===== src/rtl/xain_apf_video_adapter.sv =====
`timescale 1ns / 1ps
// Xain'd Sleena video to APF scaler bus: de-gated RGB, one-pixel hs/vs from sync edges, geometry measurement.
// Latency one CLK after each CE_PIXEL tick; no backpressure, all outputs hold between ticks.
module xain_apf_video_adapter #(
  parameter bit HS_POL = 1'b0,
  parameter bit VS_POL = 1'b1,
  parameter int HW     = 11,
  parameter int VW     = 10
) (
  input  logic          CLK,
  input  logic          RSTn,
  input  logic          CE_PIXEL,
  input  logic [7:0]    VIDEO_R,
  input  logic [7:0]    VIDEO_G,
  input  logic [7:0]    VIDEO_B,
  input  logic          HBLANK,
  input  logic          VBLANK,
  input  logic          HSYNC,
  input  logic          VSYNC,
  output logic [23:0]   video_rgb,
  output logic          video_de,
  output logic          video_hs,
  output logic          video_vs,
  output logic [HW-1:0] h_total,
  output logic [HW-1:0] h_active,
  output logic [VW-1:0] v_total,
  output logic [VW-1:0] v_active,
  output logic          geom_valid
);

  localparam logic [HW-1:0] H_MAX = '1;
  localparam logic [VW-1:0] V_MAX = '1;

  logic          primed;
  logic          hs_prev;
  logic          vs_prev;
  logic          hs_pend;
  logic          hs_lvl;
  logic          vs_lvl;
  logic          hs_edge;
  logic          vs_edge;
  logic          de_now;
  logic [HW-1:0] h_cnt;
  logic [HW-1:0] ha_cnt;
  logic [HW-1:0] h_line;
  logic [HW-1:0] ha_line;
  logic [HW-1:0] h_inc;
  logic [HW-1:0] ha_inc;
  logic [HW-1:0] ht_new;
  logic [HW-1:0] ha_new;
  logic          line_de;
  logic [VW-1:0] v_cnt;
  logic [VW-1:0] va_cnt;
  logic [VW-1:0] v_inc;
  logic [VW-1:0] va_fin;
  logic          have_prev;
  logic          geom_same;

  assign hs_lvl = HS_POL ? HSYNC : ~HSYNC;
  assign vs_lvl = VS_POL ? VSYNC : ~VSYNC;

  // primed stays low until the first tick after reset so a sync already asserted then is not an edge
  assign hs_edge = primed & hs_lvl & ~hs_prev;
  assign vs_edge = primed & vs_lvl & ~vs_prev;
  assign de_now  = ~HBLANK & ~VBLANK;

  assign h_inc  = (h_cnt == H_MAX) ? h_cnt : h_cnt + 1'b1;
  assign ha_inc = (de_now && (ha_cnt != H_MAX)) ? ha_cnt + 1'b1 : ha_cnt;
  assign v_inc  = (v_cnt == V_MAX) ? v_cnt : v_cnt + 1'b1;
  assign va_fin = (hs_edge && line_de && (va_cnt != V_MAX)) ? va_cnt + 1'b1 : va_cnt;

  // A line closing on the VSYNC tick itself still belongs to the frame being latched
  assign ht_new = hs_edge ? h_cnt : h_line;
  assign ha_new = (hs_edge && line_de) ? ha_cnt : ha_line;

  assign geom_same = (ht_new == h_total) && (ha_new == h_active) &&
                     (v_cnt == v_total) && (va_fin == v_active);

  always_ff @(posedge CLK or negedge RSTn) begin
    if (!RSTn) begin
      primed    <= 1'b0;
      hs_prev   <= 1'b0;
      vs_prev   <= 1'b0;
      hs_pend   <= 1'b0;
      video_de  <= 1'b0;
      video_rgb <= '0;
      video_hs  <= 1'b0;
      video_vs  <= 1'b0;
    end else if (CE_PIXEL) begin
      primed    <= 1'b1;
      hs_prev   <= hs_lvl;
      vs_prev   <= vs_lvl;
      video_de  <= de_now;
      video_rgb <= de_now ? {VIDEO_R, VIDEO_G, VIDEO_B} : 24'h0;
      video_vs  <= vs_edge;
      // hs never coincides with vs on the bus: it slips one pixel and merges with any edge there
      video_hs  <= (hs_edge & ~vs_edge) | hs_pend;
      hs_pend   <= hs_edge & vs_edge;
    end
  end

  always_ff @(posedge CLK or negedge RSTn) begin
    if (!RSTn) begin
      h_cnt   <= '0;
      ha_cnt  <= '0;
      h_line  <= '0;
      ha_line <= '0;
      line_de <= 1'b0;
    end else if (CE_PIXEL) begin
      if (hs_edge) begin
        h_line  <= h_cnt;
        // vertical-blank lines carry no de, so only lines with video update the active width
        if (line_de) begin
          ha_line <= ha_cnt;
        end
        h_cnt   <= {{(HW-1){1'b0}}, 1'b1};
        ha_cnt  <= {{(HW-1){1'b0}}, de_now};
        line_de <= de_now;
      end else begin
        h_cnt   <= h_inc;
        ha_cnt  <= ha_inc;
        line_de <= line_de | de_now;
      end
    end
  end

  always_ff @(posedge CLK or negedge RSTn) begin
    if (!RSTn) begin
      v_cnt      <= '0;
      va_cnt     <= '0;
      h_total    <= '0;
      h_active   <= '0;
      v_total    <= '0;
      v_active   <= '0;
      geom_valid <= 1'b0;
      have_prev  <= 1'b0;
    end else if (CE_PIXEL) begin
      if (vs_edge) begin
        h_total    <= ht_new;
        h_active   <= ha_new;
        v_total    <= v_cnt;
        v_active   <= va_fin;
        geom_valid <= have_prev & geom_same;
        have_prev  <= 1'b1;
        v_cnt      <= {{(VW-1){1'b0}}, hs_edge};
        va_cnt     <= '0;
      end else if (hs_edge) begin
        v_cnt      <= v_inc;
        va_cnt     <= va_fin;
      end
    end
  end

endmodule


===== config.mk =====
export PLATFORM = sky130hd
export DESIGN_NAME = xain_apf_video_adapter
export DESIGN_NICKNAME = d
export VERILOG_FILES = /design/src/rtl/xain_apf_video_adapter.sv
export SDC_FILE = /design/constraint.sdc
export NUM_CORES = 1
export LEC_CHECK = 0
export CORE_MARGIN = 10
export CORE_UTILIZATION = 49
export CTS_BUF_LIST = sky130_fd_sc_hd__clkbuf_16
export DETAILED_ROUTE_END_ITERATION = 7
export GPL_TIMING_DRIVEN = 0
export PLACE_DENSITY = 0.73
export SLEW_MARGIN = 20
export SYNTH_ARGS = -nofsm -noshare
export SYNTH_HDL_FRONTEND = slang
export SYNTH_SLANG_ARGS = --single-unit

===== constraint.sdc =====
create_clock -name CLK -period 4 [get_ports CLK]
set_input_delay 1.2 -clock CLK [delete_from_list [all_inputs] [get_ports CLK]]
set_output_delay 1.2 -clock CLK [all_outputs]
set_load 0.01 [all_outputs]

==> impl_metrics.prom, run 1 <==
# TYPE chip_impl_metric gauge
chip_impl_info{name="status",value="complete, no violations"} 1
chip_impl_metric{name="h-tree-depth",unit=""} 4
chip_impl_info{name="timing.critical_path.cells",value="clkdlybuf4s50_1, nor4bb_2, clkbuf_2, o22ai_1, nor4_1, o2111ai_1, or4_1, o21ai_1"} 1
chip_impl_metric{name="post_route_cells_drive_above_1_share",unit="%"} 6.26
chip_impl_metric{name="fin_nets",unit=""} 885
chip_impl_metric{name="initial_antenna_violation_count",unit=""} 0
chip_impl_metric{name="n_antenna_cell",unit=""} 0
chip_impl_metric{name="synth.yosys.warnings",unit=""} 0
chip_impl_info{name="endpoint_kind_of_the_worst_setup_timing_path",value="register"} 1
chip_impl_info{name="synth_area_leader_cell",value="sky130_fd_sc_hd__dfrtp_1"} 1
chip_impl_metric{name="fin_crit_sh",unit="%"} 92.8
chip_impl_metric{name="die-height",unit="um"} 139
chip_impl_info{name="tritoncts_clock_tree",value="built"} 1
chip_impl_metric{name="critical-path-max-stage-delay",unit="ns"} 0.56
chip_impl_metric{name="dr.first_iter.drc_count",unit=""} 517
chip_impl_metric{name="synth_nets",unit=""} 766
chip_impl_metric{name="syn_area_per_cell",unit="um^2"} 9.57
chip_impl_metric{name="syn-instance-count",unit=""} 731
chip_impl_metric{name="post_drt_via_cell_ratio",unit=""} 5.80
chip_impl_metric{name="post_cts_setup_buffers",unit=""} 0
chip_impl_metric{name="ioPinCount",unit=""} 101
chip_impl_metric{name="pin_count_of_the_biggest_net_entering_global_routing",unit=""} 101
chip_impl_metric{name="die_width",unit="um"} 139
chip_impl_metric{name="fp.coreArea",unit="um^2"} 13900
chip_impl_metric{name="route.detailed.drc",unit=""} 0
chip_impl_metric{name="synthDominantCellAreaShare",unit="%"} 50.1
chip_impl_metric{name="power_per_cell_area",unit="nW/um^2"} 460
chip_impl_info{name="synth_top_cells_by_area",value="sky130_fd_sc_hd__dfrtp_1 50%, sky130_fd_sc_hd__nand2_1 7.8%, sky130_fd_sc_hd__xor2_1 4.9%, sky130_fd_sc_hd__o21ai_0 3.6%, sky130_fd_sc_hd__xnor2_1 3.4%"} 1
chip_impl_metric{name="grt_pass1_wl",unit="um"} 32100
chip_impl_info{name="critPathSlowestCell",value="sky130_fd_sc_hd__nor4bb_2"} 1
chip_impl_metric{name="globalRoute.totalOverflow",unit=""} 0
chip_impl_info{name="synth_flop_cell",value="sky130_fd_sc_hd__dfrtp_1"} 1
chip_impl_metric{name="routed_wirelength",unit="um"} 19900
chip_impl_metric{name="synth_edf_count",unit=""} 0
chip_impl_metric{name="mappedNetlistArea",unit="um^2"} 6990
chip_impl_metric{name="synth.ff_latch_count",unit=""} 140
chip_impl_metric{name="asyncSetResetFlopFracSynth",unit="%"} 100
chip_impl_metric{name="worst-path-max-fanout",unit=""} 10
chip_impl_metric{name="cp.required",unit="ns"} 4.36
chip_impl_metric{name="cts-root-to-sink-buffers",unit=""} 2
chip_impl_metric{name="drt_pass1_iterations",unit=""} 6
chip_impl_info{name="timing.setup.critical_path_class",value="in2reg"} 1
chip_impl_metric{name="fmaxAchievable",unit="GHz"} 0.270
chip_impl_metric{name="port-buffer-count",unit=""} 100
chip_impl_info{name="rsz0062_at_grt",value="false"} 1
chip_impl_metric{name="layout-area-overhead-vs-synth",unit="%"} 26.4
chip_impl_metric{name="standard_cell_rows",unit=""} 43
chip_impl_metric{name="cts.reportedPaths.clkPinSlew",unit="ns"} 0.06
chip_impl_metric{name="via_count",unit=""} 6045
chip_impl_metric{name="drt-wirelength-per-cell",unit="um"} 19.1
chip_impl_metric{name="hpwlAfterDp",unit="um"} 14500
chip_impl_metric{name="slew_headroom",unit="%"} 41.1
chip_impl_info{name="critical_path.top_delay_family",value="simple AND/OR/NAND/NOR gates"} 1
chip_impl_metric{name="via_count_of_the_first_global_routing_pass",unit=""} 5859
chip_impl_metric{name="hold_slack",unit="ns"} 0.470
chip_impl_metric{name="finalWorstPathRequiredPeriod",unit="ns"} 3.71
chip_impl_metric{name="global_placer_s_final_weighted_congestion",unit=""} 0.916
chip_impl_info{name="critPathLaunchType",value="input pin"} 1
chip_impl_metric{name="global_router_s_overall_resource_usage",unit="%"} 20.4
chip_impl_metric{name="final_total_power",unit="mW"} 4.07
chip_impl_metric{name="maxSlewViolCount",unit=""} 0
chip_impl_metric{name="die_area",unit="um^2"} 19500
chip_impl_metric{name="initial_core_util",unit="%"} 50.2
chip_impl_metric{name="finish.utilization",unit="%"} 63.5
chip_impl_metric{name="max_cap_viol_count",unit=""} 0
chip_impl_metric{name="clock_latency",unit="ns"} 0.43
chip_impl_metric{name="worst_clock_skew",unit="ns"} 0.00631
chip_impl_metric{name="leakage",unit="nW"} 3.93
chip_impl_metric{name="clock_sinks",unit=""} 140
chip_impl_metric{name="arrival",unit="ns"} 4.07
chip_impl_info{name="cts.root.buffer_cell",value="sky130_fd_sc_hd__clkbuf_16"} 1
chip_impl_metric{name="timing_hold_violations_final",unit=""} 0
chip_impl_metric{name="worst_voltage_drop_across_the_vdd_grid",unit="mV"} 0.274
chip_impl_metric{name="postRouteAntennaNets",unit=""} 0
chip_impl_metric{name="netlist-cell-type-count",unit=""} 61
chip_impl_metric{name="yosysSeqAreaShare",unit="%"} 50.1
chip_impl_metric{name="cts_inserted_buffers",unit=""} 17
chip_impl_metric{name="critPathBufInv",unit=""} 2
chip_impl_metric{name="timing.final.setup_violations",unit=""} 0
chip_impl_metric{name="worstMarginPinSlew",unit="ns"} 0.877
chip_impl_info{name="min-delay-path-class",value="reg2reg"} 1
==> layout by cell type, fill, tap and decap left out, types with 4 or more instances in the layout <==
master                            netlist  final
sky130_fd_sc_hd__clkdlybuf4s50_1        0     99
sky130_fd_sc_hd__nor4_1                 5      5
sky130_fd_sc_hd__o22ai_1                8      8
sky130_fd_sc_hd__buf_2                  5      5
sky130_fd_sc_hd__nor2_1                56     56
sky130_fd_sc_hd__inv_1                 13     16
sky130_fd_sc_hd__mux2i_1               20     20
sky130_fd_sc_hd__nand2_1              145    145
sky130_fd_sc_hd__dfrtp_1              140    140
sky130_fd_sc_hd__a21oi_1               19     19
sky130_fd_sc_hd__buf_1                  5      5
sky130_fd_sc_hd__nand2b_1               4      4
sky130_fd_sc_hd__a22o_1                26     26
sky130_fd_sc_hd__clkbuf_16              0     17
sky130_fd_sc_hd__nor3_1                13     13
sky130_fd_sc_hd__a31oi_1                8      8
sky130_fd_sc_hd__ha_1                   4      4
sky130_fd_sc_hd__o2111ai_1              6      6
sky130_fd_sc_hd__clkinv_1               1      5
sky130_fd_sc_hd__nand4_1               10     10
sky130_fd_sc_hd__o31ai_1                6      6
sky130_fd_sc_hd__mux2_2                10     10
sky130_fd_sc_hd__xnor2_1               27     27
sky130_fd_sc_hd__xor2_1                39     39
sky130_fd_sc_hd__clkbuf_1              31     29
sky130_fd_sc_hd__bufinv_16              0      4
sky130_fd_sc_hd__nand3_1               16     16
sky130_fd_sc_hd__and3_1                 5      5
sky130_fd_sc_hd__o21ai_0               51     51
==> through the flow <==
step	setup WS, ns	cells	TNS [ns]	instance area [um^2]
6_report	0.289	1042	0	8840
5_1_grt	0.0985	1042	0	8840
4_1_cts	0.00242	1043	0	8840
3_5_place_dp	-0.434	1012	-0.482	8250
3_3_place_gp	-3.82	1011	-533.51	8220
2_1_floorplan	0.701	731	0	6990
==> state kept, by name (all words and copies together) (netlist names), 10 cells and up <==
name and flops:
h_total 11, ha_cnt 11, video_rgb 24, h_line 11, v_total 10, v_active 10
va_cnt 10, h_active 11, v_cnt 10, h_cnt 11, ha_line 11
==> synth_stat cells (all sizes together), types with 8 or more instances <==
| library cell | number |
|---|---|
| mux2 | 10 |
| nand2 | 145 |
| xnor2 | 27 |
| a21oi | 19 |
| mux2i | 20 |
| nand3 | 16 |
| a31oi | 9 |
| o22ai | 8 |
| clkbuf | 31 |
| nand4 | 10 |
| a22o | 26 |
| dfrtp | 140 |
| o21ai | 52 |
| buf | 13 |
| nor2 | 56 |
| inv | 13 |
| nor3 | 14 |
| xor2 | 39 |
==> cell families after synthesis <==
logic type / Yosys count / share of synthesized area, %
mux: 30 / 4.47
flops: 140 / 50.1
compound gates: 150 / 14.4
xor+xnor: 66 / 8.26
simple gates: 283 / 18.6
buf+inv: 58 / 3.47
fa+ha+maj: 4 / 0.716
==> where the power goes <==
part / internal (mW) / switching, mW
logic: 0.361 / 0.394
clock network: 1.02 / 0.578
registers: 1.55 / 0.172
==> layout make-up <==
cell class,count,area [um^2]
Timing Repair Buffer,101,1030
Sequential cell,140,3500
Clock buffer,17,425
Buffer,43,188
Fill cell,1165,5090
Multi-Input combinational cell,533,3250
Inverter,14,52.6
Tap cell,180,225
Clock inverter,14,161
==> routing by layer <==
layer / part of all wire (%) / vias to the layer above / GRT usage (%)
li1: - / 2798 / -
met1: 43 / 2993 / 26.5
met2: 49 / 215 / 32.9
met3: 5.7 / 39 / 3.95
met4: 2.2 / 0 / 7.91
met5: 0 / - / 0
==> path summary, 6_finish.rpt <==
path / from / to / slack (ns) / depth (start not counted)
worst max-delay path: HSYNC / geom_valid / 0.29 / 8
worst min-delay path: have_prev / have_prev / 0.47 / 1
worst max register to register: va_cnt[1] / geom_valid / 0.55 / 9
worst min register to register: have_prev / have_prev / 0.47 / 1
max in group asynchronous: RSTn / video_rgb[2] / 2.55 / 2
min in group asynchronous: RSTn / h_active[5] / 0.64 / 1
==> what timing repair did <==
item,in CTS,in global routing
gates resized for setup,0,3
endpoints found under the hold margin,0,0
setup endpoints to repair,0,1
hold buffers,0,0
No activity file was read; power rests on OpenSTA's default activity.
==> inputs of run 2 (changes only) <==
--- a/config.mk
+++ b/config.mk
@@ -5,7 +5,7 @@
 export SDC_FILE = /design/constraint.sdc
 export NUM_CORES = 1
 export LEC_CHECK = 0
-export CORE_MARGIN = 10
+export CORE_MARGIN = 2
 export CORE_UTILIZATION = 49
 export CTS_BUF_LIST = sky130_fd_sc_hd__clkbuf_16
 export DETAILED_ROUTE_END_ITERATION = 7
==> run 2 against run 1 <==
  * Clock power is 14% higher
  * Largest cell class unchanged
  * Combinational power is 1% lower
  * Critical path depth unchanged
==> impl_metrics.prom, run 2 (same netlist as run 1, synthesis figures left out) <==
# TYPE chip_impl_metric gauge
chip_impl_metric{name="pin_count_of_the_biggest_net_entering_global_routing",unit=""} 93
chip_impl_info{name="min-delay-path-class",value="reg2reg"} 1
chip_impl_metric{name="grt_pass1_wl",unit="um"} 31000
chip_impl_info{name="timing.rr.start",value="va_cnt[1]"} 1
chip_impl_metric{name="hpwlAfterDp",unit="um"} 13500
chip_impl_metric{name="fillers",unit=""} 1109
chip_impl_metric{name="port-buffer-count",unit=""} 100
chip_impl_metric{name="n_antenna_cell",unit=""} 0
chip_impl_metric{name="via_count_of_the_first_global_routing_pass",unit=""} 6034
chip_impl_metric{name="dr.first_iter.drc_count",unit=""} 659
chip_impl_metric{name="clock_sinks",unit=""} 140
chip_impl_metric{name="initial_antenna_violation_count",unit=""} 0
chip_impl_info{name="timing.setup.critical_path_class",value="in2reg"} 1
chip_impl_metric{name="fp.coreArea",unit="um^2"} 13900
chip_impl_metric{name="globalRoute.totalOverflow",unit=""} 0
chip_impl_info{name="timing.hold.worst_endpoint",value="video_vs"} 1
chip_impl_metric{name="cp.required",unit="ns"} 4.36
chip_impl_info{name="most_common_cell_after_layout_fill_and_taps_aside",value="sky130_fd_sc_hd__nand2_1"} 1
chip_impl_metric{name="cts-root-to-sink-buffers",unit=""} 2
chip_impl_metric{name="ioPinCount",unit=""} 101
chip_impl_metric{name="worst-path-max-fanout",unit=""} 10
chip_impl_info{name="critical_path.reg2reg.endpoint",value="geom_valid"} 1
chip_impl_metric{name="via_count",unit=""} 6071
chip_impl_metric{name="timing_hold_violations_final",unit=""} 0
chip_impl_metric{name="initial_core_util",unit="%"} 50.2
chip_impl_metric{name="die-height",unit="um"} 123
chip_impl_metric{name="cts_inserted_buffers",unit=""} 17
chip_impl_info{name="rsz0062_at_grt",value="false"} 1
chip_impl_metric{name="fin_crit_sh",unit="%"} 95.7
chip_impl_metric{name="max_cap_viol_count",unit=""} 0
chip_impl_metric{name="fmaxAchievable",unit="GHz"} 0.261
chip_impl_metric{name="layout-area-overhead-vs-synth",unit="%"} 27.7
chip_impl_metric{name="die_area",unit="um^2"} 15200
chip_impl_metric{name="arrival",unit="ns"} 4.18
chip_impl_metric{name="largest_register_ffs",unit=""} 24
chip_impl_metric{name="slew_headroom",unit="%"} 37.8
chip_impl_info{name="worstHoldStart",value="video_vs"} 1
chip_impl_metric{name="maxSlewViolCount",unit=""} 0
chip_impl_metric{name="power_per_cell_area",unit="nW/um^2"} 480
chip_impl_info{name="layout.cells.most_common_list",value="145 x sky130_fd_sc_hd__nand2_1, 140 x sky130_fd_sc_hd__dfrtp_1, 99 x sky130_fd_sc_hd__clkdlybuf4s50_1"} 1
chip_impl_info{name="endpoint_kind_of_the_worst_setup_timing_path",value="register"} 1
chip_impl_metric{name="standard_cell_rows",unit=""} 43
chip_impl_metric{name="hold_slack",unit="ns"} 0.487
chip_impl_metric{name="clock_latency",unit="ns"} 0.43
chip_impl_metric{name="post_route_cells_drive_above_1_share",unit="%"} 6.72
chip_impl_metric{name="post_drt_via_cell_ratio",unit=""} 5.82
chip_impl_metric{name="timing.final.setup_violations",unit=""} 0
chip_impl_metric{name="routed_wirelength",unit="um"} 19400
chip_impl_metric{name="final_total_power",unit="mW"} 4.29
chip_impl_metric{name="cts.reportedPaths.clkPinSlew",unit="ns"} 0.06
chip_impl_info{name="critPathLaunchType",value="input pin"} 1
chip_impl_metric{name="drt_pass1_iterations",unit=""} 6
chip_impl_metric{name="fin_setup_tns",unit="ns"} 0
chip_impl_metric{name="worstRegToRegCells",unit=""} 9
chip_impl_info{name="tritoncts_clock_tree",value="built"} 1
chip_impl_metric{name="h-tree-depth",unit=""} 4
chip_impl_metric{name="drt-wirelength-per-cell",unit="um"} 18.6
chip_impl_metric{name="finalWorstPathRequiredPeriod",unit="ns"} 3.83
chip_impl_metric{name="worst_clock_skew",unit="ns"} 0.00739
chip_impl_metric{name="route.detailed.drc",unit=""} 0
chip_impl_metric{name="worst-r2r-setup-slack",unit="ns"} 0.49
chip_impl_metric{name="worstMarginPinSlew",unit="ns"} 0.925
chip_impl_metric{name="whs_path_cells",unit=""} 1
chip_impl_metric{name="global_placer_s_final_weighted_congestion",unit=""} 0.895
chip_impl_metric{name="leakage",unit="nW"} 3.95
chip_impl_metric{name="fin_nets",unit=""} 885
chip_impl_metric{name="global_router_s_overall_resource_usage",unit="%"} 26.9
chip_impl_info{name="cts.root.buffer_cell",value="sky130_fd_sc_hd__clkbuf_16"} 1
chip_impl_info{name="max_flop_register",value="video_rgb"} 1
chip_impl_metric{name="worst_voltage_drop_across_the_vdd_grid",unit="mV"} 0.313
chip_impl_metric{name="die_width",unit="um"} 123
chip_impl_info{name="status",value="complete, no violations"} 1
chip_impl_metric{name="postRouteAntennaNets",unit=""} 0
==> run 2: per-layer routing <==
layer	track usage, %	wire length (um)	share of wire (%)
met5	0	0	0
met4	11.9	541	2.8
met3	5.95	1230	6.3
met2	41.8	9260	48
met1	36.1	8350	43
==> run 2: metrics by stage <==
step                      utilization (%)  instances  instance area [um^2]  worst slack (ns)
after CTS                            64.1       1044                  8930            0.0873
after global placement               59.0       1011                  8220             -3.72
after floorplan                         -        731                  6990             0.701
after global routing                 64.1       1043                  8930            0.0120
final                                64.1       1043                  8930             0.172
after detailed placement             59.2       1012                  8250            -0.332
==> run 2: cell type report <==
| cell class | instances | area [um^2] | share of cell area (%) |
|---|---|---|---|
| multi-input cells | 533 | 3250 | 36.4 |
| plain buffers | 43 | 186 | 2.09 |
| flip-flops and latches | 140 | 3500 | 39.2 |
| clock buffers | 17 | 425 | 4.76 |
| well taps | 180 | 225 | 2.52 |
| clock inverters | 15 | 251 | 2.82 |
| repair buffers | 101 | 1030 | 11.6 |
| inverters | 14 | 52.6 | 0.588 |
==> run 2: what timing repair did <==
item	4_1_cts	5_1_grt
endpoints found under the setup margin	0	1
hold buffers	0	0
setup buffers	0	0
endpoints found under the hold margin	0	0
gates resized for setup	0	1
==> run 2: worst max-delay path by stage <==
| stage | start | end |
|---|---|---|
| floorplan | HSYNC | geom_valid |
| global placement | RSTn | v_total[4] |
| detailed placement | HSYNC | geom_valid |
| CTS | HSYNC | geom_valid |
| global route | HSYNC | geom_valid |
| finish | HSYNC | geom_valid |
==> run 2: where the power goes <==
part / internal (mW) / switching (mW)
Combinational: 0.361 / 0.386
Sequential: 1.55 / 0.170
Clock: 1.22 / 0.603
==> run 2: worst max-delay path: stages <==
cell	delay, ns
sky130_fd_sc_hd__clkdlybuf4s50_1	0.50
sky130_fd_sc_hd__nor4bb_2	0.53
sky130_fd_sc_hd__clkbuf_1	0.51
sky130_fd_sc_hd__o22ai_1	0.14
sky130_fd_sc_hd__nor4_1	0.42
sky130_fd_sc_hd__o2111ai_1	0.25
sky130_fd_sc_hd__or4_1	0.49
sky130_fd_sc_hd__o21ai_1	0.15
